File: src/rtl/jnwtr_sar_pkg.sv
// Shared types and parameter limits for the JNWTR SAR ADC sequencer.
package jnwtr_sar_pkg;

    typedef enum logic [1:0] {
        IDLE,
        SAMP,
        SETTLE,
        COMP
    } sar_state_e;

    localparam int N_MIN     = 2;
    localparam int N_MAX     = 16;
    localparam int TSAMP_MIN = 1;
    localparam int TSAMP_MAX = 255;

endpackage

File: src/rtl/jnwtr_sar_ctrl.sv
// SAR ADC sequencer: sample phase, comparator clocking and binary search over the
// DAC bottom-plate switches, returning the code with a one-cycle DONE strobe.
module jnwtr_sar_ctrl
    import jnwtr_sar_pkg::*;
#(
    parameter int N     = 8,
    parameter int TSAMP = 4
) (
    input  logic         CK,
    input  logic         RST,
    input  logic         START,
    input  logic         CMP,
    output logic         SAMPLE,
    output logic         CMP_CK,
    output logic [N-1:0] SW,
    output logic [N-1:0] DOUT,
    output logic         BUSY,
    output logic         DONE
);

    localparam int CW = $clog2(TSAMP + 1);
    localparam int IW = $clog2(N);

    if (N < N_MIN || N > N_MAX) begin : g_bad_n
        $error("jnwtr_sar_ctrl: N out of range");
    end
    if (TSAMP < TSAMP_MIN || TSAMP > TSAMP_MAX) begin : g_bad_tsamp
        $error("jnwtr_sar_ctrl: TSAMP out of range");
    end

    sar_state_e    state;
    logic [CW-1:0] cnt;
    logic [IW-1:0] idx;
    logic [N-1:0]  sw_dec;

    // Resolve the bit under test and arm the next one below it in the same edge.
    always_comb begin
        sw_dec      = SW;
        sw_dec[idx] = ~CMP;
        if (idx != '0)
            sw_dec[idx - 1'b1] = 1'b1;
    end

    always_ff @(posedge CK or posedge RST) begin
        if (RST) begin
            state  <= IDLE;
            cnt    <= '0;
            idx    <= '0;
            SAMPLE <= 1'b0;
            CMP_CK <= 1'b0;
            SW     <= '0;
            DOUT   <= '0;
            BUSY   <= 1'b0;
            DONE   <= 1'b0;
        end else begin
            DONE <= 1'b0;
            case (state)
                IDLE: begin
                    if (START) begin
                        state  <= SAMP;
                        SAMPLE <= 1'b1;
                        SW     <= '0;
                        BUSY   <= 1'b1;
                        cnt    <= CW'(TSAMP - 1);
                    end
                end
                SAMP: begin
                    if (cnt != '0) begin
                        cnt <= cnt - 1'b1;
                    end else begin
                        state  <= SETTLE;
                        SAMPLE <= 1'b0;
                        SW     <= {1'b1, {(N-1){1'b0}}};
                        idx    <= IW'(N - 1);
                    end
                end
                SETTLE: begin
                    state  <= COMP;
                    CMP_CK <= 1'b1;
                end
                COMP: begin
                    CMP_CK <= 1'b0;
                    SW     <= sw_dec;
                    if (idx != '0) begin
                        idx   <= idx - 1'b1;
                        state <= SETTLE;
                    end else begin
                        DOUT  <= sw_dec;
                        DONE  <= 1'b1;
                        BUSY  <= 1'b0;
                        state <= IDLE;
                    end
                end
                default: state <= IDLE;
            endcase
        end
    end

endmodule

File: config.mk
export PLATFORM = sky130hd
export DESIGN_NAME = jnwtr_sar_ctrl
export DESIGN_NICKNAME = d
export VERILOG_FILES = /design/src/rtl/jnwtr_sar_pkg.sv /design/src/rtl/jnwtr_sar_ctrl.sv
export SDC_FILE = /design/constraint.sdc
export NUM_CORES = 1
export LEC_CHECK = 0
export BUFFER_PORTS_ARGS = -buffer_cell sky130_fd_sc_hd__buf_2
export CAP_MARGIN = 20
export CORE_MARGIN = 8
export CORE_UTILIZATION = 58
export CTS_BUF_LIST = sky130_fd_sc_hd__clkbuf_2 sky130_fd_sc_hd__clkbuf_4 sky130_fd_sc_hd__clkbuf_8
export DETAILED_ROUTE_END_ITERATION = 12
export PLACE_DENSITY_LB_ADDON = 0.2
export SLEW_MARGIN = 20
export SYNTH_ARGS = -nofsm -noshare
export SYNTH_HDL_FRONTEND = slang
export SYNTH_SLANG_ARGS = --single-unit
File: constraint.sdc
create_clock -name CK -period 2 [get_ports CK]
set_input_delay 0.2 -clock CK [delete_from_list [all_inputs] [get_ports CK]]
set_output_delay 0.2 -clock CK [all_outputs]
set_load 0.005 [all_outputs]
==> metrics.csv, run 1 <==
metric;value;unit
Max Slew Vio Count;0;
share of async-settable or async-resettable flops after synthesis;100.0;%
top metal layer carrying routed signals;met4;
overall global routing resource usage;15.33;%
Synth Flop Type;sky130_fd_sc_hd__dfrtp_1;
clock-pin slew of the registers on the worst-case setup and hold paths;150;ps
clock sinks;28;
number of H-tree branching levels;1;
cell chain of the critical path;inv_1, ha_1, nor2b_1, o21ai_1, o21a_1, a211o_1;
antenna cells;0;
TritonCTS clock tree;done;
number of rows in the core area;18;
Metal-1 WL;1468;um
number of antenna violations at the first check in global routing;0;
timing-limited maximum frequency;0.5731;GHz
required time of the critical path;2240;ps
warnings from Yosys;0;
leading post-synthesis cells by cell area;sky130_fd_sc_hd__dfrtp_1, sky130_fd_sc_hd__o21ai_0, sky130_fd_sc_hd__mux2i_1;
total wire length;3108;um
highest fanout seen on the critical path;7;
Power Density;1654;nW/um^2
global-route congestion overflow total;0;
worst path buffer plus inverter count;1;
Syn Nets;164;
setup slack at placement;292.8;ps
kind of capture point of the worst setup path;register;
total CTS buffers;3;
library cell with the largest summed area after synthesis;sky130_fd_sc_hd__dfrtp_1;
Final Cycle Share;87.24;%
power spent charging and discharging nets;0.001162;W
worst skew pair latency;330;ps
Horiz. Die Dim;66.09;um
Seq/Total Area, Yosys;48.15;%
clock root buffer;sky130_fd_sc_hd__clkbuf_4;
maximum number of pins on one net before global-route repair;29;
worst-case clock skew;2.679;ps
placed wire-length estimate;2279;um
EDFF count, synth;0;
combinational power share;50.8;%
Die Outline Area;4368;um^2
worst min path class;in -> reg;
proportion of netlist area held by the largest area contributor;48.15;%
Final min period;1745;ps
worst slew pin tran;450.8;ps
remaining number of nets flagged by the antenna check after routing;0;
switching part of the total;42.69;%
share of total power in the clock network;10.2;%
commonest cells in the netlist;sky130_fd_sc_hd__dfrtp_1, sky130_fd_sc_hd__o21ai_0, sky130_fd_sc_hd__nor2_1;
initial core utilization;59.83;%
average wire per cell in the routed design;14.80;um
start-to-end type of the worst setup path;reg -> reg;
cells after synthesis;156;
Met2 Wirelength;1393;um
max-cap violations;0;
fraction of final layout cells sized beyond drive strength 1;18.33;%
quantity of I/O buffers inserted on ports;23;
Synth cell types;33;
global-route wire length before repair;5464;um
vias per inst;5.805;
signed area change from the synthesized netlist to the final layout;13.16;%
Initial DRC Count;42;
most numerous cell in the Yosys netlist;sky130_fd_sc_hd__dfrtp_1;
number of endpoints failing setup at the final stage;0;
Clock Tree Buf Depth;2;
routability congestion estimate from global placement;0.8570;
total via count after detailed routing;1219;
number of storage elements in the synthesis netlist;28;
part of the total power dissipated in sequential elements;38.9;%
Synth Cell Area;1455;um^2
number of failing hold endpoints at the final stage;0;
post-layout power;0.002723;W
family with the most delay on the worst path;compound AO/OA/AOI/OAI gates;
setup TNS;0;ps
post-route DRC violation count;0;
internal cell power;0.001561;W
final setup margin;255.1;ps
headroom to the max-slew limit;69.95;%
peak per-stage delay on the critical path;430;ps
leakage power figure;0.8281;nW
number of global-route vias before repair;1225;
total of fill cells in the finished design;205;
ports placed on the boundary;24;
Detailed Routing Iterations Pass 1;4;
VDD IR max;1.050;mV
synthesized area divided by synthesized cell count;9.328;um^2
setup repair after global routing missed its margin;false;
metal3 WL;200;um
cell type of the slowest stage on the worst timing path;sky130_fd_sc_hd__dfrtp_1;
outcome;completed;
arrival time reported for the critical path endpoint;1980;ps
number of buffers inserted to repair setup after CTS;0;
height of the chip;66.09;um
critical path startpoint category;register;
number of nets in the final layout;189;
Min Hold Slack;191.9;ps
placeable core area;2432;um^2
repair_timing:
action / in CTS / in global routing
gates resized for setup: 0 / 0
hold endpoints to repair: 28 / 0
hold buffers: 1 / 0
metrics by stage:
step	utilization, %	cell area, um^2	cells
6_report	67.70	1647	210
3_5_place_dp	65.79	1600	205
4_1_cts	67.70	1647	210
5_1_grt	67.70	1647	210
2_1_floorplan	-	1455	156
3_3_place_gp	65.79	1600	205
per-layer routing:
metal | vias to the layer above | global-route usage, %
met5 | - | 0
li1 | 591 | -
met3 | 5 | 3.220
met1 | 583 | 19.45
met2 | 40 | 24.73
met4 | 0 | 6.133
layout by cell type (no fill, tap or decap), types with 5 or more instances in the layout:
cell / n
sky130_fd_sc_hd__inv_1: 9
sky130_fd_sc_hd__nand2_1: 14
sky130_fd_sc_hd__mux2i_1: 8
sky130_fd_sc_hd__nand3_1: 6
sky130_fd_sc_hd__dfrtp_1: 28
sky130_fd_sc_hd__nor2_1: 15
sky130_fd_sc_hd__o21ai_0: 20
sky130_fd_sc_hd__buf_4: 5
sky130_fd_sc_hd__nand2b_1: 5
sky130_fd_sc_hd__buf_2: 23
sequential cells by signal (all words and copies together), names as in the netlist:
register,count
cnt,3
DONE,1
BUSY,1
SW,8
SAMPLE,1
DOUT,8
CMP_CK,1
idx,3
state,2
power groups by stage:
stage          Clock, W  Combinational [W]  Sequential (W)
6_report       0.000279            0.00138         0.00106
5_1_grt        0.000309            0.00158         0.00110
4_1_cts        0.000289            0.00138         0.00106
3_5_place_dp          0            0.00138         0.00107
3_3_place_gp          0            0.00133         0.00105
2_1_floorplan         0            0.00104        0.000987
kinds of logic after synthesis:
group,count (synthesis),synth area share [%]
AO/OA/AOI/OAI,43,18.66
adder cells (fa/ha/maj),4,3.440
buffers and inverters,18,5.417
AND/OR/NAND/NOR,54,18.06
flip-flops,28,48.15
multiplexers,9,6.277
tightest hold or removal path, delay by kind of cell:
family,cells,cell delay (ps)
AO/OA/AOI/OAI,1,80
buffers and inverters,1,100
AND/OR/NAND/NOR,2,140
layout make-up:
class	instances	area (um^2)	share of cell area (%)
Multi-Input combinational cell	110	675.6	41.03
Timing Repair Buffer	29	162.7	9.878
Sequential cell	28	700.7	42.55
Clock buffer	4	36.28	2.204
Inverter	9	33.78	2.052
Tap cell	30	37.54	2.280
worst paths after layout:
| check | to | slack (ps) | start | cells past startpoint |
|---|---|---|---|---|
| worst max-delay path | SW[1]$_DFFE_PP0P_ | 260 | cnt[0]$_DFFE_PP0P_ | 6 |
| worst min-delay path | SW[7]$_DFFE_PP0P_ | 190 | START | 4 |
| worst max register to register | SW[1]$_DFFE_PP0P_ | 260 | cnt[0]$_DFFE_PP0P_ | 6 |
| worst min register to register | DOUT[6]$_DFFE_PP0P_ | 490 | DOUT[6]$_DFFE_PP0P_ | 2 |
| max in group asynchronous | DOUT[7]$_DFFE_PP0P_ | 1300 | RST | 4 |
| min in group asynchronous | SW[1]$_DFFE_PP0P_ | 440 | RST | 4 |
Note: power is estimated with default switching activity, not from simulation.
==> inputs of run 2 (changes only) <==
--- a/config.mk
+++ b/config.mk
@@ -8,8 +8,9 @@
 export BUFFER_PORTS_ARGS = -buffer_cell sky130_fd_sc_hd__buf_2
 export CAP_MARGIN = 20
 export CORE_MARGIN = 8
-export CORE_UTILIZATION = 58
+export CORE_UTILIZATION = 55
 export CTS_BUF_LIST = sky130_fd_sc_hd__clkbuf_2 sky130_fd_sc_hd__clkbuf_4 sky130_fd_sc_hd__clkbuf_8
+export CTS_CLUSTER_SIZE = 25
 export DETAILED_ROUTE_END_ITERATION = 12
 export PLACE_DENSITY_LB_ADDON = 0.2
 export SLEW_MARGIN = 20
==> metrics.csv, run 2 (same netlist as run 1, synthesis figures left out) <==
metric;value;unit;change
clock-pin slew of the registers on the worst-case setup and hold paths;150;ps;about the same
post-route DRC violation count;0;;unchanged
share of total power in the clock network;10.0;%;-0.2 points
vias per inst;5.598;;-3.6%
post-CTS sizing;0;;unchanged
total via count after detailed routing;1170;;-4.0%
outcome;completed;;
timing-limited maximum frequency;0.5641;GHz;-1.6%
number of hold buffers added after cts;1;;unchanged
placed wire-length estimate;2214;um;-2.9%
number of antenna violations at the first check in global routing;0;;unchanged
number of global-route vias before repair;1199;;-2.1%
post-layout instance count excluding filler cells;209;;-0.48%
worst min path class;in -> reg;;
Power Density;1639;nW/um^2;-0.88%
clock sinks;28;;unchanged
power spent charging and discharging nets;0.001139;W;-2.0%
number of rows in the core area;18;;unchanged
worst path buffer plus inverter count;1;;unchanged
worst-case clock skew;4.417;ps;+1.739 ps
number of endpoints failing setup at the final stage;0;;unchanged
Clock Tree Buf Depth;2;;unchanged
family with the most delay on the worst path;compound AO/OA/AOI/OAI gates;;
initial core utilization;58.21;%;-1.6 points
clock root buffer;sky130_fd_sc_hd__clkbuf_4;;
total of fill cells in the finished design;221;;+7.8%
kind of capture point of the worst setup path;register;;
internal cell power;0.001548;W;-0.83%
Horiz. Die Dim;67.44;um;+2.0%
number of failing hold endpoints at the final stage;0;;unchanged
Die Outline Area;4547;um^2;+4.1%
overall global routing resource usage;15.06;%;-0.27 points
worst slew pin tran;501.5;ps;+50.77 ps
leading cell types in the layout, fill and taps excluded;sky130_fd_sc_hd__dfrtp_1, sky130_fd_sc_hd__buf_2, sky130_fd_sc_hd__o21ai_0;;
final setup margin;227.1;ps;-28.00 ps
average wire per cell in the routed design;14.49;um;-2.1%
total CTS buffers;3;;unchanged
setup TNS;0;ps;unchanged
fraction of final layout cells sized beyond drive strength 1;17.88;%;-0.46 points
TritonCTS clock tree;done;;
leakage power figure;0.8234;nW;-0.56%
Final min period;1773;ps;+28.00 ps
cell type of the slowest stage on the worst timing path;sky130_fd_sc_hd__dfrtp_1;;
height of the chip;67.44;um;+2.0%
combinational power share;50.2;%;-0.6 points
start-to-end type of the worst setup path;reg -> reg;;
number of nets in the final layout;188;;-0.53%
most common cell after layout, fill and taps aside;sky130_fd_sc_hd__dfrtp_1;;
peak per-stage delay on the critical path;430;ps;about the same
global-route congestion overflow total;0;;unchanged
global-route wire length before repair;5485;um;+0.38%
critical path startpoint category;register;;
Detailed Routing Iterations Pass 1;4;;unchanged
max-cap violations;0;;unchanged
required time of the critical path;2220;ps;-20 ps
number of H-tree branching levels;1;;unchanged
switching part of the total;42.40;%;-0.29 points
VDD IR max;0.9422;mV;-10%
antenna cells;0;;unchanged
headroom to the max-slew limit;66.56;%;-3.4 points
ports placed on the boundary;24;;unchanged
maximum number of pins on one net before global-route repair;29;;unchanged
# placed instances;204;;-0.49%
signed area change from the synthesized netlist to the final layout;12.64;%;
arrival time reported for the critical path endpoint;1990;ps;about the same
Final Cycle Share;88.64;%;+1.4 points
setup repair after global routing missed its margin;false;;
Max Slew Vio Count;0;;unchanged
placeable core area;2500;um^2;+2.8%
remaining number of nets flagged by the antenna check after routing;0;;unchanged
number of buffers inserted to repair setup after CTS;0;;unchanged
largest registers;DOUT: 8 flops, SW: 8 flops;;
Initial DRC Count;58;;+38%
worst skew pair latency;320;ps;about the same
setup slack at placement;263.1;ps;-29.72 ps
highest fanout seen on the critical path;7;;unchanged
quantity of I/O buffers inserted on ports;23;;unchanged
part of the total power dissipated in sequential elements;39.9;%;+1.0 points
routability congestion estimate from global placement;0.8802;;+2.7%
post-layout power;0.002687;W;-1.3%
cell chain of the critical path;inv_1, ha_1, nor2b_1, o21ai_1, o21a_1, a211o_1;;
total wire length;3029;um;-2.5%
==> run 2: cell types whose count changed in the layout (fill, tap and decap cells not counted) <==
cell / before / now
sky130_fd_sc_hd__buf_4: 5 / 4
==> run 2: final timing paths <==
| kind | start | end | slack (ps) | cells past startpoint |
|---|---|---|---|---|
| min in group asynchronous | RST | DONE$_DFF_PP0_ | 460 | 4 |
| hold reg to reg | CMP_CK$_DFFE_PP0P_ | CMP_CK$_DFFE_PP0P_ | 490 | 2 |
| max in group asynchronous | RST | DOUT[1]$_DFFE_PP0P_ | 1270 | 4 |
| setup / recovery | cnt[0]$_DFFE_PP0P_ | SW[5]$_DFFE_PP0P_ | 230 | 6 |
| hold / removal | START | state[0]$_DFFE_PP0P_ | 210 | 3 |
| setup reg to reg | cnt[0]$_DFFE_PP0P_ | SW[5]$_DFFE_PP0P_ | 230 | 6 |
==> run 2: area by class of cell <==
cell class | instances | area, um^2 | area share [%]
Sequential cell | 28 | 700.7 | 42.75
Multi-Input combinational cell | 110 | 675.6 | 41.22
Timing Repair Buffer | 28 | 155.1 | 9.466
Tap cell | 30 | 37.54 | 2.290
Clock buffer | 4 | 36.28 | 2.214
Inverter | 9 | 33.78 | 2.061
==> run 2: metal layers <==
layer,global-route usage [%],part of all wire [%],routed length (um)
met1,20.44,50,1504
met2,24.13,46,1389
met3,2.483,3.8,116
met4,4.439,0.63,19
met5,0,0,0
==> run 2: power groups by stage <==
| stage | Sequential, W | Clock [W] | Combinational [W] |
|---|---|---|---|
| floorplan | 0.000987 | 0 | 0.00104 |
| global placement | 0.00106 | 0 | 0.00131 |
| detailed placement | 0.00108 | 0 | 0.00135 |
| CTS | 0.00107 | 0.000282 | 0.00135 |
| global route | 0.00112 | 0.000300 | 0.00155 |
| finish | 0.00107 | 0.000269 | 0.00135 |
==> run 2: through the flow <==
step	hold slack (ps)	util [%]	instance area, um^2
floorplan	265.4	-	1455
global placement	270.0	63.71	1593
detailed placement	288.8	63.71	1593
finish	211.4	65.57	1639
global route	233.7	65.57	1639
CTS	199.6	65.57	1639
==> run 2: tightest hold or removal path, delay by kind of cell <==
| kind | cells | cell delay, ps |
|---|---|---|
| buf+inv | 1 | 90 |
| compound gates | 1 | 150 |
| simple gates | 1 | 50 |
==> inputs of run 3 (changes only) <==
==> constraint.sdc (replaced) <==
create_clock -name CK -period 1.95 [get_ports CK]
set_input_delay 0.195 -clock CK [delete_from_list [all_inputs] [get_ports CK]]
set_output_delay 0.195 -clock CK [all_outputs]
set_load 0.005 [all_outputs]
==> metrics.csv, run 3 (same netlist as run 1, synthesis figures left out) <==
metric;value;unit;change
Initial DRC Count;52;;-10%
power spent charging and discharging nets;0.001167;W;+2.4%
TritonCTS clock tree;done;;
total wire length;3070;um;+1.4%
remaining number of nets flagged by the antenna check after routing;0;;unchanged
quantity of I/O buffers inserted on ports;23;;unchanged
share of total power in the clock network;10.0;%;about the same
number of hold buffers added after cts;1;;unchanged
number of H-tree branching levels;1;;unchanged
start-to-end type of the worst setup path;reg -> reg;;
combinational power share;50.3;%;about the same
maximum number of pins on one net before global-route repair;29;;unchanged
routability congestion estimate from global placement;0.8239;;-6.4%
overall global routing resource usage;15.36;%;+0.30 points
ports placed on the boundary;24;;unchanged
worst hold path startpoint;START;;
internal cell power;0.001588;W;+2.6%
number of global-route vias before repair;1309;;+9.2%
Power Density;1681;nW/um^2;+2.5%
clock sinks;28;;unchanged
timing-limited maximum frequency;0.5680;GHz;+0.70%
max-cap violations;0;;unchanged
worst skew pair latency;320;ps;about the same
clock-pin slew of the registers on the worst-case setup and hold paths;140;ps;about the same
kind of capture point of the worst setup path;register;;
VDD IR max;0.9560;mV;+1.5%
part of the total power dissipated in sequential elements;39.7;%;-0.2 points
worst setup path startpoint;cnt[0]$_DFFE_PP0P_;;
required time of the critical path;2170;ps;-50 ps
number of nets in the final layout;188;;unchanged
fraction of final layout cells sized beyond drive strength 1;17.88;%;unchanged
leading cell types in the layout, fill and taps excluded;sky130_fd_sc_hd__dfrtp_1, sky130_fd_sc_hd__buf_2, sky130_fd_sc_hd__o21ai_0;;
largest registers;DOUT: 8 flops, SW: 8 flops;;
worst setup slack for register-to-register paths;190;ps;-40 ps
Max Slew Vio Count;0;;unchanged
setup repair after global routing missed its margin;false;;
post-CTS sizing;0;;unchanged
Final Cycle Share;90.28;%;+1.6 points
placed wire-length estimate;2322;um;+4.9%
most common cell after layout, fill and taps aside;sky130_fd_sc_hd__dfrtp_1;;
average wire per cell in the routed design;14.69;um;+1.4%
total CTS buffers;3;;unchanged
number of endpoints failing setup at the final stage;0;;unchanged
clock root buffer;sky130_fd_sc_hd__clkbuf_4;;
Detailed Routing Iterations Pass 1;4;;unchanged
highest fanout seen on the critical path;7;;unchanged
cell depth of the worst flop-to-flop path;6;;unchanged
Final min period;1761;ps;-12.31 ps
critical path startpoint category;register;;
initial core utilization;58.21;%;unchanged
worst slew pin tran;467.9;ps;-33.61 ps
signed area change from the synthesized netlist to the final layout;12.64;%;unchanged
# placed instances;204;;unchanged
Die Outline Area;4547;um^2;unchanged
global-route congestion overflow total;0;;unchanged
number of failing hold endpoints at the final stage;0;;unchanged
switching part of the total;42.36;%;about the same
leakage power figure;0.8234;nW;unchanged
capturing instance or port of the critical path;SW[1]$_DFFE_PP0P_;;
number of antenna violations at the first check in global routing;0;;unchanged
setup TNS;0;ps;unchanged
arrival time reported for the critical path endpoint;1980;ps;about the same
post-layout instance count excluding filler cells;209;;unchanged
number of rows in the core area;18;;unchanged
height of the chip;67.44;um;unchanged
placeable core area;2500;um^2;unchanged
Horiz. Die Dim;67.44;um;unchanged
critical register-to-register path endpoint;SW[1]$_DFFE_PP0P_;;
headroom to the max-slew limit;68.80;%;+2.2 points
Reg2Reg Launch Point;cnt[0]$_DFFE_PP0P_;;
Clock Tree Buf Depth;2;;unchanged
post-route DRC violation count;0;;unchanged
antenna cells;0;;unchanged
outcome;completed;;
vias per inst;5.522;;-1.4%
worst-case clock skew;3.226;ps;-1.192 ps
global-route wire length before repair;5582;um;+1.8%
number of buffers inserted to repair setup after CTS;0;;unchanged
worst min path class;in -> reg;;
total via count after detailed routing;1154;;-1.4%
## run 3: worst min-delay path by stage
| stage | cells past startpoint | slack [ps] | end |
|---|---|---|---|
| after floorplan | 1 | 260 | BUSY$_DFFE_PP0P_ |
| after global placement | 3 | 270 | DONE$_DFF_PP0_ |
| after detailed placement | 3 | 290 | SW[4]$_DFFE_PP0P_ |
| after CTS | 4 | 190 | SW[7]$_DFFE_PP0P_ |
| after global routing | 4 | 230 | SW[7]$_DFFE_PP0P_ |
| final | 4 | 200 | SW[7]$_DFFE_PP0P_ |
## run 3: routing by layer
| layer | up-vias | track usage [%] | routed length [um] |
|---|---|---|---|
| met1 | 540 | 17.91 | 1412 |
| met4 | 0 | 5.483 | 13 |
| met3 | 2 | 2.483 | 138 |
| met5 | - | 0 | 0 |
| met2 | 25 | 27.72 | 1506 |
| li1 | 587 | - | - |
## run 3: area by class of cell
cell class / count / area [um^2]
Tap cell: 30 / 37.54
Timing Repair Buffer: 28 / 155.1
Fill cell: 215 / 860.8
Inverter: 9 / 33.78
Sequential cell: 28 / 700.7
Clock buffer: 4 / 36.28
Multi-Input combinational cell: 110 / 675.6
## run 3: metrics by stage
step / worst slack (ps) / hold slack [ps] / utilization, % / area [um^2] / power, W
5_1_grt: 47.69 / 233.4 / 65.57 / 1639 / 0.003039
6_report: 189.5 / 197.0 / 65.57 / 1639 / 0.002755
3_5_place_dp: 232.6 / 286.7 / 63.71 / 1593 / 0.002501
4_1_cts: 181.4 / 185.5 / 65.57 / 1639 / 0.002780
2_1_floorplan: 143.3 / 260.4 / - / 1455 / 0.002082
3_3_place_gp: 267.7 / 270.5 / 63.71 / 1593 / 0.002423
## run 3: worst max-delay path, cell delays in order, from the launching register on
cell and delay (ps):
sky130_fd_sc_hd__dfrtp_1 430, sky130_fd_sc_hd__inv_1 90, sky130_fd_sc_hd__ha_1 180, sky130_fd_sc_hd__nor2b_1 210
sky130_fd_sc_hd__o21ai_1 160, sky130_fd_sc_hd__o21a_1 260, sky130_fd_sc_hd__a211o_1 330
## run 3: power groups by stage
stage / logic (W) / registers (W) / clock network, W
2_1_floorplan: 0.00107 / 0.00101 / 0
3_3_place_gp: 0.00133 / 0.00109 / 0
3_5_place_dp: 0.00139 / 0.00111 / 0
4_1_cts: 0.00140 / 0.00109 / 0.000289
5_1_grt: 0.00159 / 0.00114 / 0.000309
6_report: 0.00139 / 0.00109 / 0.000275
